### src/rtl/arm_reg_file_hs_pkg.sv
// Shared types and constants for the ARM register file and its command channel.
package arm_reg_file_hs_pkg;

    localparam int unsigned DEF_DATA_W   = 32;
    localparam int unsigned DEF_NUM_REGS = 16;

    localparam logic RF_READ  = 1'b1;
    localparam logic RF_WRITE = 1'b0;

    typedef enum logic [1:0] {
        RF_IDLE = 2'd0,
        RF_EXEC = 2'd1,
        RF_DONE = 2'd2
    } rf_state_e;

endpackage

### src/rtl/arm_reg_file_hs_if.sv
// Command channel and operand read ports of the ARM register file.
interface arm_reg_file_hs_if
    import arm_reg_file_hs_pkg::*;
#(
    parameter int unsigned DATA_W = DEF_DATA_W,
    parameter int unsigned ADDR_W = 4
);
    logic              cmd_req;
    logic              cmd_ack;
    logic              cmd_rw;
    logic [ADDR_W-1:0] cmd_addr;
    logic [DATA_W-1:0] cmd_wdata;
    logic [DATA_W-1:0] cmd_rdata;
    logic              cmd_err;
    logic [ADDR_W-1:0] raddr_a;
    logic [ADDR_W-1:0] raddr_b;
    logic [DATA_W-1:0] rdata_a;
    logic [DATA_W-1:0] rdata_b;

    modport master (
        output cmd_req, cmd_rw, cmd_addr, cmd_wdata, raddr_a, raddr_b,
        input  cmd_ack, cmd_rdata, cmd_err, rdata_a, rdata_b
    );

    modport slave (
        input  cmd_req, cmd_rw, cmd_addr, cmd_wdata, raddr_a, raddr_b,
        output cmd_ack, cmd_rdata, cmd_err, rdata_a, rdata_b
    );

endinterface

### src/rtl/arm_reg_file_hs_toggle.sv
// hs_toggle_slave: toggle-handshake acknowledge flop, pending detect and
// sticky protocol-violation flag, shared by handshake-driven blocks.
module hs_toggle_slave (
    input  logic clk,
    input  logic rst,
    input  logic req,
    input  logic accept,
    input  logic busy,
    input  logic complete,
    output logic pending,
    output logic ack,
    output logic err
);
    logic req_lvl_q, req_lvl_d;
    logic ack_q, ack_d;
    logic err_q, err_d;

    assign pending = req ^ ack_q;
    assign ack     = ack_q;
    assign err     = err_q;

    // Any request movement while a command is in flight breaks the protocol.
    always_comb begin
        req_lvl_d = accept ? req : req_lvl_q;
        ack_d     = complete ? req_lvl_q : ack_q;
        err_d     = err_q | (busy & (req != req_lvl_q));
    end

    always_ff @(posedge clk) begin
        if (rst) begin
            req_lvl_q <= 1'b0;
            ack_q     <= 1'b0;
            err_q     <= 1'b0;
        end else begin
            req_lvl_q <= req_lvl_d;
            ack_q     <= ack_d;
            err_q     <= err_d;
        end
    end

endmodule

### src/rtl/arm_reg_file_hs.sv
// ARM register file: toggle-handshake command channel plus two registered
// operand read ports. Define ARM_RF_BYPASS_EN to forward command writes to them.
module arm_reg_file_hs
    import arm_reg_file_hs_pkg::*;
#(
    parameter int unsigned DATA_W   = DEF_DATA_W,
    parameter int unsigned NUM_REGS = DEF_NUM_REGS,
    parameter int unsigned ADDR_W   = 4
)(
    input logic               clk,
    input logic               rst,
    arm_reg_file_hs_if.slave  bus
);
    rf_state_e         state_q, state_d;
    logic              rw_q, rw_d;
    logic [ADDR_W-1:0] addr_q, addr_d;
    logic [DATA_W-1:0] wdata_q, wdata_d;
    logic [DATA_W-1:0] cmd_rdata_q, cmd_rdata_d;
    logic [DATA_W-1:0] rdata_a_q, rdata_a_d;
    logic [DATA_W-1:0] rdata_b_q, rdata_b_d;
    logic [DATA_W-1:0] mem_q [NUM_REGS];
    logic [DATA_W-1:0] mem_d [NUM_REGS];

    logic pending, ack, err;
    logic wr_now;

    hs_toggle_slave u_hs (
        .clk      (clk),
        .rst      (rst),
        .req      (bus.cmd_req),
        .accept   ((state_q == RF_IDLE) && pending),
        .busy     (state_q != RF_IDLE),
        .complete (state_q == RF_DONE),
        .pending  (pending),
        .ack      (ack),
        .err      (err)
    );

    assign wr_now = (state_q == RF_EXEC) && (rw_q == RF_WRITE);

    always_comb begin
        state_d     = state_q;
        rw_d        = rw_q;
        addr_d      = addr_q;
        wdata_d     = wdata_q;
        cmd_rdata_d = cmd_rdata_q;
        mem_d       = mem_q;
        case (state_q)
            RF_IDLE: begin
                if (pending) begin
                    rw_d    = bus.cmd_rw;
                    addr_d  = bus.cmd_addr;
                    wdata_d = bus.cmd_wdata;
                    state_d = RF_EXEC;
                end
            end
            RF_EXEC: begin
                if (rw_q == RF_WRITE) mem_d[addr_q] = wdata_q;
                else                  cmd_rdata_d   = mem_q[addr_q];
                state_d = RF_DONE;
            end
            RF_DONE: state_d = RF_IDLE;
            default: state_d = RF_IDLE;
        endcase
    end

    // Operand ports read the pre-write array; bypass forwards the write in flight.
    always_comb begin
        rdata_a_d = mem_q[bus.raddr_a];
        rdata_b_d = mem_q[bus.raddr_b];
`ifdef ARM_RF_BYPASS_EN
        if (wr_now && (addr_q == bus.raddr_a)) rdata_a_d = wdata_q;
        if (wr_now && (addr_q == bus.raddr_b)) rdata_b_d = wdata_q;
`else
        if (wr_now && 1'b0) rdata_a_d = wdata_q;
`endif
    end

    always_ff @(posedge clk) begin
        if (rst) begin
            state_q     <= RF_IDLE;
            rw_q        <= RF_WRITE;
            addr_q      <= '0;
            wdata_q     <= '0;
            cmd_rdata_q <= '0;
            rdata_a_q   <= '0;
            rdata_b_q   <= '0;
            mem_q       <= '{default: '0};
        end else begin
            state_q     <= state_d;
            rw_q        <= rw_d;
            addr_q      <= addr_d;
            wdata_q     <= wdata_d;
            cmd_rdata_q <= cmd_rdata_d;
            rdata_a_q   <= rdata_a_d;
            rdata_b_q   <= rdata_b_d;
            mem_q       <= mem_d;
        end
    end

    assign bus.cmd_ack   = ack;
    assign bus.cmd_err   = err;
    assign bus.cmd_rdata = cmd_rdata_q;
    assign bus.rdata_a   = rdata_a_q;
    assign bus.rdata_b   = rdata_b_q;

endmodule
### src/flat_wrapper.sv
// flat-port wrapper written by rule: the top's interface ports become plain ports
module arm_reg_file_hs_flat import arm_reg_file_hs_pkg::*;
#(
    parameter int unsigned DATA_W   = DEF_DATA_W,
    parameter int unsigned NUM_REGS = DEF_NUM_REGS,
    parameter int unsigned ADDR_W   = 4
)
  (clk, rst, bus_cmd_req, bus_cmd_rw, bus_cmd_addr, bus_cmd_wdata, bus_raddr_a, bus_raddr_b, bus_cmd_ack, bus_cmd_rdata, bus_cmd_err, bus_rdata_a, bus_rdata_b);
  arm_reg_file_hs_if #(.DATA_W(DATA_W), .ADDR_W(ADDR_W)) bus_i ();
  input logic clk;
  input logic rst;
  input wire logic [$bits(bus_i.cmd_req)-1:0] bus_cmd_req;
  input wire logic [$bits(bus_i.cmd_rw)-1:0] bus_cmd_rw;
  input wire logic [$bits(bus_i.cmd_addr)-1:0] bus_cmd_addr;
  input wire logic [$bits(bus_i.cmd_wdata)-1:0] bus_cmd_wdata;
  input wire logic [$bits(bus_i.raddr_a)-1:0] bus_raddr_a;
  input wire logic [$bits(bus_i.raddr_b)-1:0] bus_raddr_b;
  output wire logic [$bits(bus_i.cmd_ack)-1:0] bus_cmd_ack;
  output wire logic [$bits(bus_i.cmd_rdata)-1:0] bus_cmd_rdata;
  output wire logic [$bits(bus_i.cmd_err)-1:0] bus_cmd_err;
  output wire logic [$bits(bus_i.rdata_a)-1:0] bus_rdata_a;
  output wire logic [$bits(bus_i.rdata_b)-1:0] bus_rdata_b;
  assign bus_i.cmd_req = bus_cmd_req;
  assign bus_i.cmd_rw = bus_cmd_rw;
  assign bus_i.cmd_addr = bus_cmd_addr;
  assign bus_i.cmd_wdata = bus_cmd_wdata;
  assign bus_i.raddr_a = bus_raddr_a;
  assign bus_i.raddr_b = bus_raddr_b;
  assign bus_cmd_ack = bus_i.cmd_ack;
  assign bus_cmd_rdata = bus_i.cmd_rdata;
  assign bus_cmd_err = bus_i.cmd_err;
  assign bus_rdata_a = bus_i.rdata_a;
  assign bus_rdata_b = bus_i.rdata_b;
  arm_reg_file_hs #(.DATA_W(DATA_W), .NUM_REGS(NUM_REGS), .ADDR_W(ADDR_W)) u_core (.clk(clk), .rst(rst), .bus(bus_i));
endmodule
### config.mk
export PLATFORM = sky130hd
export DESIGN_NAME = arm_reg_file_hs_flat
export DESIGN_NICKNAME = d
export VERILOG_FILES = /design/src/rtl/arm_reg_file_hs_pkg.sv /design/src/rtl/arm_reg_file_hs_if.sv /design/src/rtl/arm_reg_file_hs_toggle.sv /design/src/rtl/arm_reg_file_hs.sv /design/src/flat_wrapper.sv
export SDC_FILE = /design/constraint.sdc
export NUM_CORES = 2
export LEC_CHECK = 0
export ABC_AREA = 1
export BUFFER_PORTS_ARGS = -buffer_cell sky130_fd_sc_hd__buf_2
export CAP_MARGIN = 20
export CORE_ASPECT_RATIO = 0.9
export CORE_MARGIN = 1
export CORE_UTILIZATION = 45
export DETAILED_ROUTE_END_ITERATION = 6
export GPL_ROUTABILITY_DRIVEN = 0
export PLACE_DENSITY = 0.68
export SYNTH_ARGS = -nofsm -noshare
export SYNTH_HDL_FRONTEND = slang
export SYNTH_SLANG_ARGS = --single-unit
### constraint.sdc
create_clock -name clk -period 1.7 [get_ports clk]
set_clock_uncertainty 0.15 [all_clocks]
set_input_delay 0.17 -clock clk [delete_from_list [all_inputs] [get_ports clk]]
set_output_delay 0.17 -clock clk [all_outputs]
set_load 0.02 [all_outputs]
==> impl_metrics.py <==
metrics = {
    "status": {
        "outcome": "finished, violations left",
        "violations": "design-rule violations, negative setup slack",
    },
    "timing": {
        "fin_crit_ns": 1.87,
        "slew_viol_final": 0,
        "grt_setup_unrepaired": "true",
        "tightest_slew_ns": 0.769,
        "setup_viol": 409,
        "slew_headroom": 0.487,
        "fmax_mhz": 534,
        "hold_viol": 0,
        "worst_slack_ns": -0.172,
        "finalCritPeriodShare": 1.10,
    },
    "setup_path": {
        "critical_path.top_delay_family": "buffers and inverters",
        "reg2reg_to": "u_core.mem_q[427]",
        "cp_data_arrival_time_ns": 2.20,
        "rr_startpoint": "u_core.addr_q[2]",
        "cp.depth": 8,
        "max_stage_delay_ns": 0.35,
        "crit_fanout": 7,
        "cp-start-kind": "flip-flop",
        "r2r_slack_ns": -0.17,
        "crit_type": "flip-flop to flip-flop",
        "slowest_stage": "dfxtp_1",
        "end_kind": "flip-flop",
        "path_cells": "buf_4 > nor2_4 > nand2_8 > nor2_4 > buf_12 > buf_12 > clkbuf_16 > a21oi_2",
        "crit_buf_inv": 4,
        "startpoint": "u_core.addr_q[2]",
        "setup.worst_path.end": "u_core.mem_q[427]",
        "r2r_cells": 8,
        "cp.required_ns": 2.03,
    },
    "clocking": {
        "cts.sinks": 650,
        "cts_buffers": 72,
        "cts_tree": "yes",
        "cts_root_buffer": "clkbuf_16",
        "worstSkewPairLatency_ns": 0.64,
        "clkTransAtPathRegs_ns": 0.07,
        "clk_path_buf_depth": 3,
        "cts_max_level": 3,
    },
    "grt": {
        "grt-ovfl-total": 0,
        "antenna_found_initial": 6,
        "grt_use_total": 0.363,
        "grt_pass1_wl_um": 233000,
        "grt_pass1_vias": 38313,
        "grt_max_degree": 101,
    },
    "logic_synthesis": {
        "yosysUniqueCellTypes": 20,
        "synth.area.top_cells": "dfxtp_1, nand2_1, nand3_1",
        "yosysTopAreaCell": "dfxtp_1",
        "syn_area_per_cell_um2": 6.05,
        "netlist.area_leader.share": 0.354,
        "synth_nets": 6111,
        "ys_warn_count": 0,
        "syn_inst": 6063,
        "synth_area_mm2": 0.0367,
        "yosysSeqAreaShare": 0.354,
        "ys_ff_latch": 650,
    },
    "floorplan": {
        "die_w_um": 303,
        "io_pins": 146,
        "initial_core_util": 0.458,
        "dieArea_mm2": 0.0827,
        "rows": 98,
        "core-area_mm2": 0.0801,
        "die_h_um": 273,
    },
    "cells_and_area": {
        "syn_to_final_growth_pct": 25.7,
        "final_core_util": 0.576,
        "drive_gt1_frac": 0.125,
        "fin_nets": 6267,
        "final_common_cell": "nand2_1",
        "layout_common_cells": "nand2_1, nand3_1, dfxtp_1",
    },
    "power": {
        "power_density_mw_per_mm2": 873,
        "vdd_drop_max_v": 0.000620,
        "p_leak_nw": 20.9,
        "total_power_mw": 40.3,
    },
    "detailed_routing": {
        "via_per_inst": 6.06,
        "wire_per_inst_um": 22.9,
        "first_pass_iters": 7,
        "drt_wl_total_um": 168000,
        "drt_first_iter_violations": 7101,
        "vias": 44381,
        "drtAntennaViolNets": 0,
        "route.detailed.drc": 3,
    },
    "placement": {
        "dp_hpwl_um": 90200,
        "io_buffers": 145,
        "pre_cts_ws_ns": -0.0753,
    },
    "worst_hold_path": {
        "worstHoldStart": "bus_raddr_b[3]",
        "hold_path.class": "input pin to flip-flop",
    },
    "job": {
        "drv_cap": 0,
    },
}
registers in the layout (all words and copies together), names as in the netlist:
| name | count |
|---|---|
| u_core.addr_q | 4 |
| u_core.wdata_q | 32 |
| u_core.state_q | 2 |
| u_core.bus.rdata_b | 32 |
| u_core.rw_q | 1 |
| u_core.u_hs.err | 1 |
| u_core.bus.rdata_a | 32 |
| u_core.mem_q | 512 |
| u_core.u_hs.ack | 1 |
| u_core.u_hs.req_lvl_q | 1 |
| u_core.bus.cmd_rdata | 32 |
per-layer routing:
layer / up-vias / routed length (um) / track usage
li1: 20034 / - / -
met1: 19920 / 63000 / 0.500
met5: - / 172 / 0
met3: 765 / 25400 / 0.0814
met4: 8 / 10900 / 0.184
met2: 3654 / 68200 / 0.529
area by class of cell:
type | instances | area, um^2
well taps | 1050 | 1310
clock buffers | 101 | 2130
clock inverters | 21 | 303
diodes | 1 | 2.50
flip-flops and latches | 650 | 13000
repair buffers | 601 | 7380
fillers | 7470 | 33900
inverters | 540 | 2080
multi-input cells | 4354 | 19900
cells in the mapped netlist (all sizes together):
| cell | number |
|---|---|
| a211oi | 32 |
| a21oi | 585 |
| buf | 198 |
| clkbuf | 321 |
| clkinv | 1 |
| dfxtp | 650 |
| inv | 539 |
| nand2 | 1978 |
| nand3 | 961 |
| nand4 | 32 |
| nor2 | 124 |
| o211ai | 64 |
| o21ai | 577 |
| or2 | 1 |
worst reg2reg max path, delay by kind of cell, from the launching register on:
kind / cells / cell delay (ns)
AO/OA/AOI/OAI: 1 / 0.07
buffers and inverters: 4 / 0.66
flip-flops: 1 / 0.35
AND/OR/NAND/NOR: 3 / 0.52
kinds of logic (layout without fill, tap and decap cells):
logic type / Yosys count / in the layout / synth area share
AND/OR/NAND/NOR: 3096 / 3096 / 0.355
AO/OA/AOI/OAI: 1258 / 1258 / 0.178
buffers and inverters: 1059 / 1263 / 0.113
flip-flops: 650 / 650 / 0.354
other: 0 / 1 / 0
timing repair:
item / 4_1_cts / 5_1_grt
gates resized for setup: 73 / 163
hold buffers: 40 / 0
setup endpoints to repair: 300 / 558
endpoints found under the hold margin: 67 / 0
buffers inserted: 19 / 25
cloned: 14 / 41
pin swaps: 6 / 26
stage by stage:
stage / hold WS [ns] / instances / setup TNS, ns / cell area [um^2]
after global routing: 0.0704 / 7318 / -46.12 / 46100
after CTS: 0.0387 / 7253 / -3.98 / 44500
after global placement: 0.294 / 7058 / -1.86 / 41000
final: 0.0720 / 7318 / -21.19 / 46100
after floorplan: 0.163 / 6063 / 0 / 36700
after detailed placement: 0.306 / 7058 / -4.98 / 41000
how the worst min path moves through the flow:
| stage | endpoint | slack, ns | depth (start not counted) |
|---|---|---|---|
| floorplan | u_core.addr_q[3] | 0.16 | 2 |
| global placement | u_core.u_hs.err | 0.29 | 2 |
| detailed placement | u_core.wdata_q[26] | 0.31 | 3 |
| CTS | u_core.bus.rdata_b[0] | 0.04 | 4 |
| global route | u_core.bus.rdata_b[27] | 0.07 | 4 |
| finish | u_core.bus.rdata_b[28] | 0.07 | 4 |
where the power goes:
| group | total, mW | switching (mW) | internal, mW |
|---|---|---|---|
| sequential | 16.0 | 0.377 | 15.6 |
| combinational | 7.65 | 5.06 | 2.59 |
| clock | 16.6 | 6.81 | 9.78 |
| total | 40.3 | 12.2 | 28.0 |
No activity file was read; power rests on OpenSTA's default activity.
